$ cat src/rtl/pgen_pkg.sv
// pgen_pkg: shared types and constants for the pattern stream generator
package pgen_pkg;
    typedef enum logic [1:0] {PGEN_SOLID, PGEN_BARS, PGEN_GRAD, PGEN_CHECK} pgen_mode_e;
    typedef enum logic {PGEN_IDLE, PGEN_ACTIVE} pgen_state_e;
    localparam int PIX_W = 32;
    localparam logic [7:0][23:0] BAR_COLOURS = {
        24'h000000, 24'h0000FF, 24'hFF0000, 24'hFF00FF,
        24'h00FF00, 24'h00FFFF, 24'hFFFF00, 24'hFFFFFF
    };
endpackage

$ cat src/rtl/pgen_pixel_colour.sv
// pgen_pixel_colour: combinational test-pattern colour for one pixel
module pgen_pixel_colour
    import pgen_pkg::*;
#(
    parameter int X_SIZE     = 640,
    parameter int CHECK_LOG2 = 4,
    parameter int XW         = 10,
    parameter int YW         = 9
) (
    input  pgen_mode_e    mode,
    input  logic [XW-1:0] px,
    input  logic [YW-1:0] y,
    input  logic [23:0]   solid_colour,
    output logic [23:0]   colour
);
    logic [2:0] bar;
    always_comb begin
        bar = '0;
        for (int k = 1; k < 8; k++)
            if (px >= XW'(k * (X_SIZE / 8))) bar = 3'(k);
    end
    assign colour = mode == PGEN_SOLID ? solid_colour
                  : mode == PGEN_BARS  ? BAR_COLOURS[bar]
                  : mode == PGEN_GRAD  ? {8'(px), 8'(y), 8'h00}
                  : (px[CHECK_LOG2] ^ y[CHECK_LOG2]) ? 24'hFFFFFF : 24'h000000;
endmodule

$ cat src/rtl/pattern_stream_generator.sv
// pattern_stream_generator: AXI4-Stream test-pattern frame source honouring backpressure.
// Define PGEN_SCROLL_EN to scroll modes 1-3 left by SCROLL_STEP pixels per completed frame.
module pattern_stream_generator
    import pgen_pkg::*;
#(
    parameter int X_SIZE          = 640,
    parameter int Y_SIZE          = 480,
    parameter int PIXELS_PER_BEAT = 1,
    parameter int CHECK_LOG2      = 4,
    parameter int SCROLL_STEP     = 1
) (
    input  logic                               out_stream_aclk,
    input  logic                               periph_reset,
    input  logic                               enable,
    input  logic [1:0]                         mode,
    input  logic [23:0]                        solid_colour,
    output logic [PIX_W*PIXELS_PER_BEAT-1:0]   out_stream_tdata,
    output logic [4*PIXELS_PER_BEAT-1:0]       out_stream_tkeep,
    output logic                               out_stream_tvalid,
    input  logic                               out_stream_tready,
    output logic                               out_stream_tlast,
    output logic                               out_stream_tuser,
    output logic [15:0]                        frame_count,
    output logic                               busy
);
    localparam int XW = $clog2(X_SIZE + 1);
    localparam int YW = $clog2(Y_SIZE + 1);
    localparam logic [XW-1:0] X_LAST = XW'(X_SIZE - PIXELS_PER_BEAT);
    localparam logic [YW-1:0] Y_LAST = YW'(Y_SIZE - 1);

    pgen_state_e state, state_nx;
    pgen_mode_e mode_q, mode_sel;
    logic [23:0] colour_q, colour_sel;
    logic [XW-1:0] x, nx;
    logic [YW-1:0] y, ny;
    logic [PIX_W*PIXELS_PER_BEAT-1:0] tdata_nx;
    logic hs, eol, last_beat, done, start, adv;

    // tvalid is exactly the ACTIVE state, so a handshake needs only tready
    assign busy = state == PGEN_ACTIVE;
    assign out_stream_tvalid = busy;
    assign out_stream_tkeep = '1;
    assign hs = busy && out_stream_tready;
    assign eol = x == X_LAST;
    assign last_beat = eol && y == Y_LAST;
    assign done = hs && last_beat;

    always_ff @(posedge out_stream_aclk or posedge periph_reset)
        if (periph_reset) state <= PGEN_IDLE;
        else state <= state_nx;

    always_comb begin
        state_nx = state;
        if (state == PGEN_IDLE && enable) state_nx = PGEN_ACTIVE;
        if (done && !enable) state_nx = PGEN_IDLE;
    end

    always_comb begin
        start = enable && (state == PGEN_IDLE || done);
        adv = hs && !last_beat;
        nx = (start || eol) ? '0 : x + XW'(PIXELS_PER_BEAT);
        ny = start ? '0 : eol ? y + YW'(1) : y;
    end

    assign mode_sel = pgen_mode_e'(start ? mode : mode_q);
    assign colour_sel = start ? solid_colour : colour_q;

`ifdef PGEN_SCROLL_EN
    localparam logic [XW:0] X_FULL = (XW+1)'(X_SIZE);
    logic [XW-1:0] acc, acc_nx;
    logic [XW:0] acc_sum;
    // acc tracks frame_count*SCROLL_STEP mod X_SIZE without a multiplier or divider
    assign acc_sum = {1'b0, acc} + (XW+1)'(SCROLL_STEP);
    assign acc_nx = !done ? acc : frame_count == 16'hFFFF ? '0
                  : acc_sum >= X_FULL ? XW'(acc_sum - X_FULL) : XW'(acc_sum);
    always_ff @(posedge out_stream_aclk or posedge periph_reset)
        if (periph_reset) acc <= '0;
        else acc <= acc_nx;
`endif

    for (genvar i = 0; i < PIXELS_PER_BEAT; i++) begin : g_pix
        logic [XW-1:0] px;
        logic [23:0] colour;
`ifdef PGEN_SCROLL_EN
        logic [XW:0] sum;
        assign sum = {1'b0, nx} + (XW+1)'(i) + {1'b0, acc_nx};
        assign px = sum >= X_FULL ? XW'(sum - X_FULL) : XW'(sum);
`else
        assign px = nx + XW'(i);
`endif
        pgen_pixel_colour #(
            .X_SIZE(X_SIZE), .CHECK_LOG2(CHECK_LOG2), .XW(XW), .YW(YW)
        ) u_colour (
            .mode(mode_sel), .px(px), .y(ny), .solid_colour(colour_sel), .colour(colour)
        );
        assign tdata_nx[PIX_W*i +: PIX_W] = {8'h00, colour};
    end

    always_ff @(posedge out_stream_aclk or posedge periph_reset)
        if (periph_reset) begin
            x <= '0;
            y <= '0;
            mode_q <= PGEN_SOLID;
            colour_q <= '0;
            out_stream_tdata <= '0;
            out_stream_tlast <= 1'b0;
            out_stream_tuser <= 1'b0;
            frame_count <= '0;
        end else begin
            if (start || adv) begin
                x <= nx;
                y <= ny;
                out_stream_tdata <= tdata_nx;
                out_stream_tlast <= nx == X_LAST;
                out_stream_tuser <= start;
            end
            if (start) begin
                mode_q <= mode_sel;
                colour_q <= colour_sel;
            end
            if (done) frame_count <= frame_count + 16'd1;
        end
endmodule

$ cat config.mk
export PLATFORM = sky130hd
export DESIGN_NAME = pattern_stream_generator
export DESIGN_NICKNAME = d
export VERILOG_FILES = /design/src/rtl/pgen_pkg.sv /design/src/rtl/pgen_pixel_colour.sv /design/src/rtl/pattern_stream_generator.sv
export SDC_FILE = /design/constraint.sdc
export NUM_CORES = 1
export LEC_CHECK = 0
export ABC_CLOCK_PERIOD_IN_PS = 3600
export BUFFER_PORTS_ARGS = -buffer_cell sky130_fd_sc_hd__buf_4
export CAP_MARGIN = 20
export CORE_UTILIZATION = 50
export CTS_BUF_LIST = sky130_fd_sc_hd__clkbuf_4 sky130_fd_sc_hd__clkbuf_8
export DETAILED_ROUTE_END_ITERATION = 16
export PLACE_DENSITY_LB_ADDON = 0.15
export RECOVER_POWER = 100
export REMOVE_ABC_BUFFERS = 1
export SLEW_MARGIN = 20
export SYNTH_ARGS = -nofsm -noshare
export SYNTH_HDL_FRONTEND = slang
export SYNTH_SLANG_ARGS = --single-unit
$ cat constraint.sdc
create_clock -name out_stream_aclk -period 3.6 [get_ports out_stream_aclk]
set_input_delay 0.18 -clock out_stream_aclk [delete_from_list [all_inputs] [get_ports out_stream_aclk]]
set_output_delay 0.18 -clock out_stream_aclk [all_outputs]
set_load 0.02 [all_outputs]
Word level (Yosys, flattened, before mapping):

Memories as Yosys holds them, arrays and structs flattened.
Index checks and enable logic that the tools add are counted.

* bits in registers: 88
* memory bits (read-only): 192
* input bits: 30
* output and inout port bits: 56
* word-level logic and storage cells: 64
* memories kept: 1

* add/subtract/negate cells: 3
* order comparisons: 8
* equality and inequality tests: 5
* mux-type cells: 19
* bitwise gates (word level): 2
* reductions and logical operators: 16

Memories
* (no name shown): depth 8, width 24, rd ports 1, clocked after memory_dff 0, write ports 0, line pgen_pixel_colour.sv:23 `: mode == PGEN_BARS ? BAR_COLOURS[bar]`

Operator list (count)
* 2-to-1 mux 24 bit: 6
* greater-or-equal comparator 10 x 9 -> 1 bit (second input constant): 3
* equality test 10 bit (second input constant): 2
* greater-or-equal comparator 10 x 8 -> 1 bit (second input constant): 2
* 2-to-1 mux 9 bit: 2
* adder 16 x 1 -> 16 bit (second input constant): 1
* 2-to-1 mux 3 bit: 4
* adder 10 x 1 -> 10 bit (second input constant): 1
* greater-or-equal comparator 10 bit (second input constant): 1
* greater-or-equal comparator 10 x 7 -> 1 bit (second input constant): 1
* 2-to-1 mux 10 bit: 1
* adder 9 x 1 -> 9 bit (second input constant): 1
* equality test 9 bit (second input constant): 1
* logical AND 1 bit: 7
* 2-to-1 mux 2 bit: 3
* < comparator 3 x 4 -> 1 bit (second input constant): 1
* nonzero test 2 bit: 2
* logical OR 1 bit: 3
* 2-to-1 mux 1 bit: 3
* equality test 2 x 1 -> 1 bit (second input constant): 1
* equality test 2 bit (second input constant): 1
* zero test 1 bit: 2
* zero test 2 bit: 1
* AND reduction 2 bit: 1
* other kinds (2): 2

Longest topological paths before layout:

* word-level depth: 19
* gate-level depth with buffers: 11

By module:

Synthesis repeated with hierarchy kept, for this count alone.

* cells, all modules: 520
* area, all modules: 5018.6 sq um

By module, submodules not included
* pattern_stream_generator: instances 1, cells an instance 425, area each 4216.5 sq um, sequential area each 2202.1 sq um
* pgen_pixel_colour: instances 1, cells an instance 95, area each 802.0 sq um, sequential area each 0.0 sq um

Worst setup path before layout:

Ideal clock, no wire load.

* path type: reg-to-reg
* start: register y[0]
* end: register out_stream_tdata[0]
* data arrival time: 2.359 ns
* data required time: 3.474 ns
* slack: 1.115 ns
* stages on the path, launching flop included: 9
* buffers on the path: 1
* period minus slack after synthesis: 2.485 ns
* cells stage by stage: dfrtp_1 -> ha_1 -> nand4_2 -> nor4b_4 -> a41oi_4 -> mux2_4 -> buf_6 -> and2_0 -> o32a_1

* longest elaborated chain between the ends: 19

Ends and longest elaborated chain
* start, declared: line pattern_stream_generator.sv:35 `logic [YW-1:0] y, ny;`
* start signal, assigned: line pattern_stream_generator.sv:112 `y <= ny;`
* equality test 9 bit: line pattern_stream_generator.sv:45 `assign last_beat = eol && y == Y_LAST;`
* logical AND 1 bit: line pattern_stream_generator.sv:45
* logical AND 1 bit: line pattern_stream_generator.sv:46 `assign done = hs && last_beat;`
* logical OR 1 bit: line pattern_stream_generator.sv:59 `start = enable && (state == PGEN_IDLE || done);`
* logical AND 1 bit: line pattern_stream_generator.sv:59
* logical OR 1 bit: line pattern_stream_generator.sv:61 `nx = (start || eol) ? '0 : x + XW'(PIXELS_PER_BEAT);`
* 2-to-1 mux 10 bit: line pattern_stream_generator.sv:61
* greater-or-equal comparator 10 x 7 -> 1 bit: line pgen_pixel_colour.sv:20 `if (px >= XW'(k * (X_SIZE / 8))) bar = 3'(k);`
* 2-to-1 mux 1 bit: line pgen_pixel_colour.sv:20
* 2-to-1 mux 2 bit (2 in series): line pgen_pixel_colour.sv:20
* 2-to-1 mux 3 bit (4 in series): line pgen_pixel_colour.sv:20
* memory (8 x 24 bit)
* 2-to-1 mux 24 bit (not written as such): line pgen_pixel_colour.sv:23
* 2-to-1 mux 24 bit: line pgen_pixel_colour.sv:23
* 2-to-1 mux 24 bit: line pgen_pixel_colour.sv:22 `assign colour = mode == PGEN_SOLID ? solid_colour`
* end signal, assigned: line pattern_stream_generator.sv:113 `out_stream_tdata <= tdata_nx;`
* end, declared: line pattern_stream_generator.sv:17 `output logic [PIX_W*PIXELS_PER_BEAT-1:0] out_stream_tdata,`

Several ways; a longest one is shown, not always the timed one. The select of a mux whose other input is x is not followed.
A chain may end at the register's enable or synchronous reset.

Final worst setup path:

* start: register x[0]
* end: register out_stream_tdata[11]

* longest elaborated chain between the ends: 19

Ends and longest elaborated chain
* start, declared: line pattern_stream_generator.sv:34 `logic [XW-1:0] x, nx;`
* start signal, assigned: line pattern_stream_generator.sv:111 `x <= nx;`
* parallel branches: the longest is 19 deep, another holds memory (8 x 24 bit)

Parallel ways; which one is timed is not known. The select of a mux whose other input is x is not followed.

==> metrics.txt <==
status=finished, violations left; failing checks=max-capacitance violations, max-slew violations; crit path DAT=3500 ps; fmax=0.307 GHz; Finished Cell Area=0.00564 mm^2; filler instances=914; Mapped Avg Cell Area=10.0 um^2; Slew HR=-0.246; placed cells=693; Critical Path Sink Type=flip-flop; die area=0.0106 mm^2; Syn Inst Count=507; Synth-to-Final Area Change=10.8%; global-route wire length before repair=19400 um; initial antenna violation count=0; remaining antenna violation count after routing=0; root buffer cell=clkbuf_8; Main synth FF type=dfrtp_1; die extent in x=103 um; setup TNS=0 ps; WP buf/inv=1; TritonCTS clock tree=done; CTS buffer count=9; Vias=4123; final net count=606; EDFF count, synth=0; vias per cell=5.80; CP max-delay cell=clkbuf_1; core area=0.00982 mm^2; final hold violations=0; CP delay by family, top=compound AO/OA/AOI/OAI gates; sequential cell area fraction in the yosys report=0.432; CP max stage delay=640 ps; crit-path max FO=19; detailed placement HPWL=8590 um; power per standard cell area=421 mW/mm^2; Tot GR Track Use=0.241; RePlAce Congestion=0.951; max-cap violations=1; vias in the first global route=3757; Cell Chain, Critical Path=ha_1 -> and4_4 -> a41oi_4 -> clkbuf_1 -> mux2_2 -> nor2_1 -> o311ai_0; # H-tree levels=3; grt total ovfl=0; Pleak=0.00246 uW; crit path time final=3260 ps; Max VDD drop=0.270 mV; Crit Path Class=flip-flop to flip-flop; share of cells above drive strength 1=0.135; # diodes=0; Netlist cell types=75; # DRC=0; Yosys warning total=0; Final Setup Violations=0; initial DRC count=335; Worst-path clk slew=90 ps; largest net degree at the start of global routing=55; most common cell after layout, fill and taps aside=dfrtp_1; Buffers on Ports=73; CTS sink cnt=88; DRT Pass-1 Iters=5; Routed WL=12100 um; Wirelength per Cell=17.0 um; Least-Margin Pin Slew=1870 ps; Seq cells post-synth=88; Initial Util=0.519; # IOs=86; Non-Filler Instances=711; unrepaired setup endpoints after global routing=no; required time worst endpoint=3840 ps; placed cell area=0.00566 mm^2; clock skew=12.3 ps; Clock Path Buffers=2; most frequent cells in the layout=88 x dfrtp_1, 54 x nand2_1, 48 x clkbuf_1; Site Rows=36; Die Height=103 um; Worst Hold Class=input pin to flip-flop; Netlist Area Pre-Place=0.00509 mm^2; Setup Buffers After CTS=0; Worst-Skew Late Latency=360 ps; startpoint type of the worst setup path=flip-flop; fin crit share=0.904; Slew Limit Fails=36; fin util=0.575; Post-synth ARST share=1.00
power breakdown:
group	leakage [uW]	internal, uW	switching (uW)
clock	0.000100	353	372
sequential	0.00113	1060	92.0
combinational	0.00123	182	312
Yosys cell counts (9+ instances only):
cell type / n / area share
nand4_1: 10 / 0.012
a21oi_1: 23 / 0.023
o21ai_0: 19 / 0.019
nand2_1: 54 / 0.040
nor2_1: 43 / 0.032
dfrtp_1: 88 / 0.43
xnor2_1: 28 / 0.048
buf_4: 17 / 0.025
mux2_2: 12 / 0.027
nand3_1: 14 / 0.014
mux2_4: 14 / 0.041
o211ai_1: 9 / 0.013
xor2_1: 11 / 0.019
buf_2: 11 / 0.011
state kept, by name, summed over array words and instances (netlist names):
name / count
out_stream_tlast: 1
out_stream_tuser: 1
out_stream_tdata: 24
mode_q: 2
frame_count: 16
y: 9
colour_q: 24
x: 10
busy: 1
layout make-up:
cell class | count | area, um^2 | area share
timing repair buffer | 89 | 500 | 0.0887
sequential | 88 | 2200 | 0.390
clock inverter | 5 | 62.6 | 0.0111
clock buffer | 11 | 145 | 0.0257
tap | 133 | 166 | 0.0295
multi-input combinational | 377 | 2530 | 0.449
inverter | 8 | 31.3 | 0.00554
per-stage QoR:
stage                     power, uW  hold slack, ps  setup slack (ps)
after detailed placement       1700             422               371
final                          2370            43.8               344
after floorplan                1490             292               437
after global placement         1700             422               469
after global routing           2500            33.8              76.7
after CTS                      2440            32.7               362
final timing paths:
check,start,to,depth (start not counted),slack [ps]
hold / removal,solid_colour[16],colour_q[16],2,40
setup reg to reg,x[0],out_stream_tdata[11],7,340
max in group asynchronous,periph_reset,y[2],5,690
min in group asynchronous,periph_reset,frame_count[14],3,460
setup / recovery,x[0],out_stream_tdata[11],7,340
hold reg to reg,frame_count[15],frame_count[15],1,490
cells by family (layout without fill, tap and decap cells):
| family | after synthesis | count (layout) | share of synthesized area |
|---|---|---|---|
| and+or+nand+nor | 179 | 179 | 0.189 |
| buffers and inverters | 52 | 113 | 0.0641 |
| muxes | 30 | 30 | 0.0759 |
| adders and majority gates | 3 | 3 | 0.00737 |
| other | 2 | 12 | 0.00147 |
| DFF | 88 | 88 | 0.432 |
| AOI/OAI and AO/OA | 114 | 114 | 0.163 |
| xor gates and xnor gates | 39 | 39 | 0.0671 |
routing by layer:
metal | up-vias | share of wire | wire length (um) | track usage
li1 | 1939 | - | - | -
met1 | 1994 | 0.46 | 5580 | 0.339
met2 | 165 | 0.46 | 5600 | 0.373
met3 | 25 | 0.057 | 694 | 0.0508
met4 | 0 | 0.017 | 208 | 0.0737
met5 | - | 0 | 0 | 0
what timing repair did:
action                                  in CTS  in global routing
resized for setup                            0                  0
endpoints found under the hold margin        0                 14
endpoints found under the setup margin       0                  0
hold buffers                                 0                  1
(Power assumes the default switching activity.)
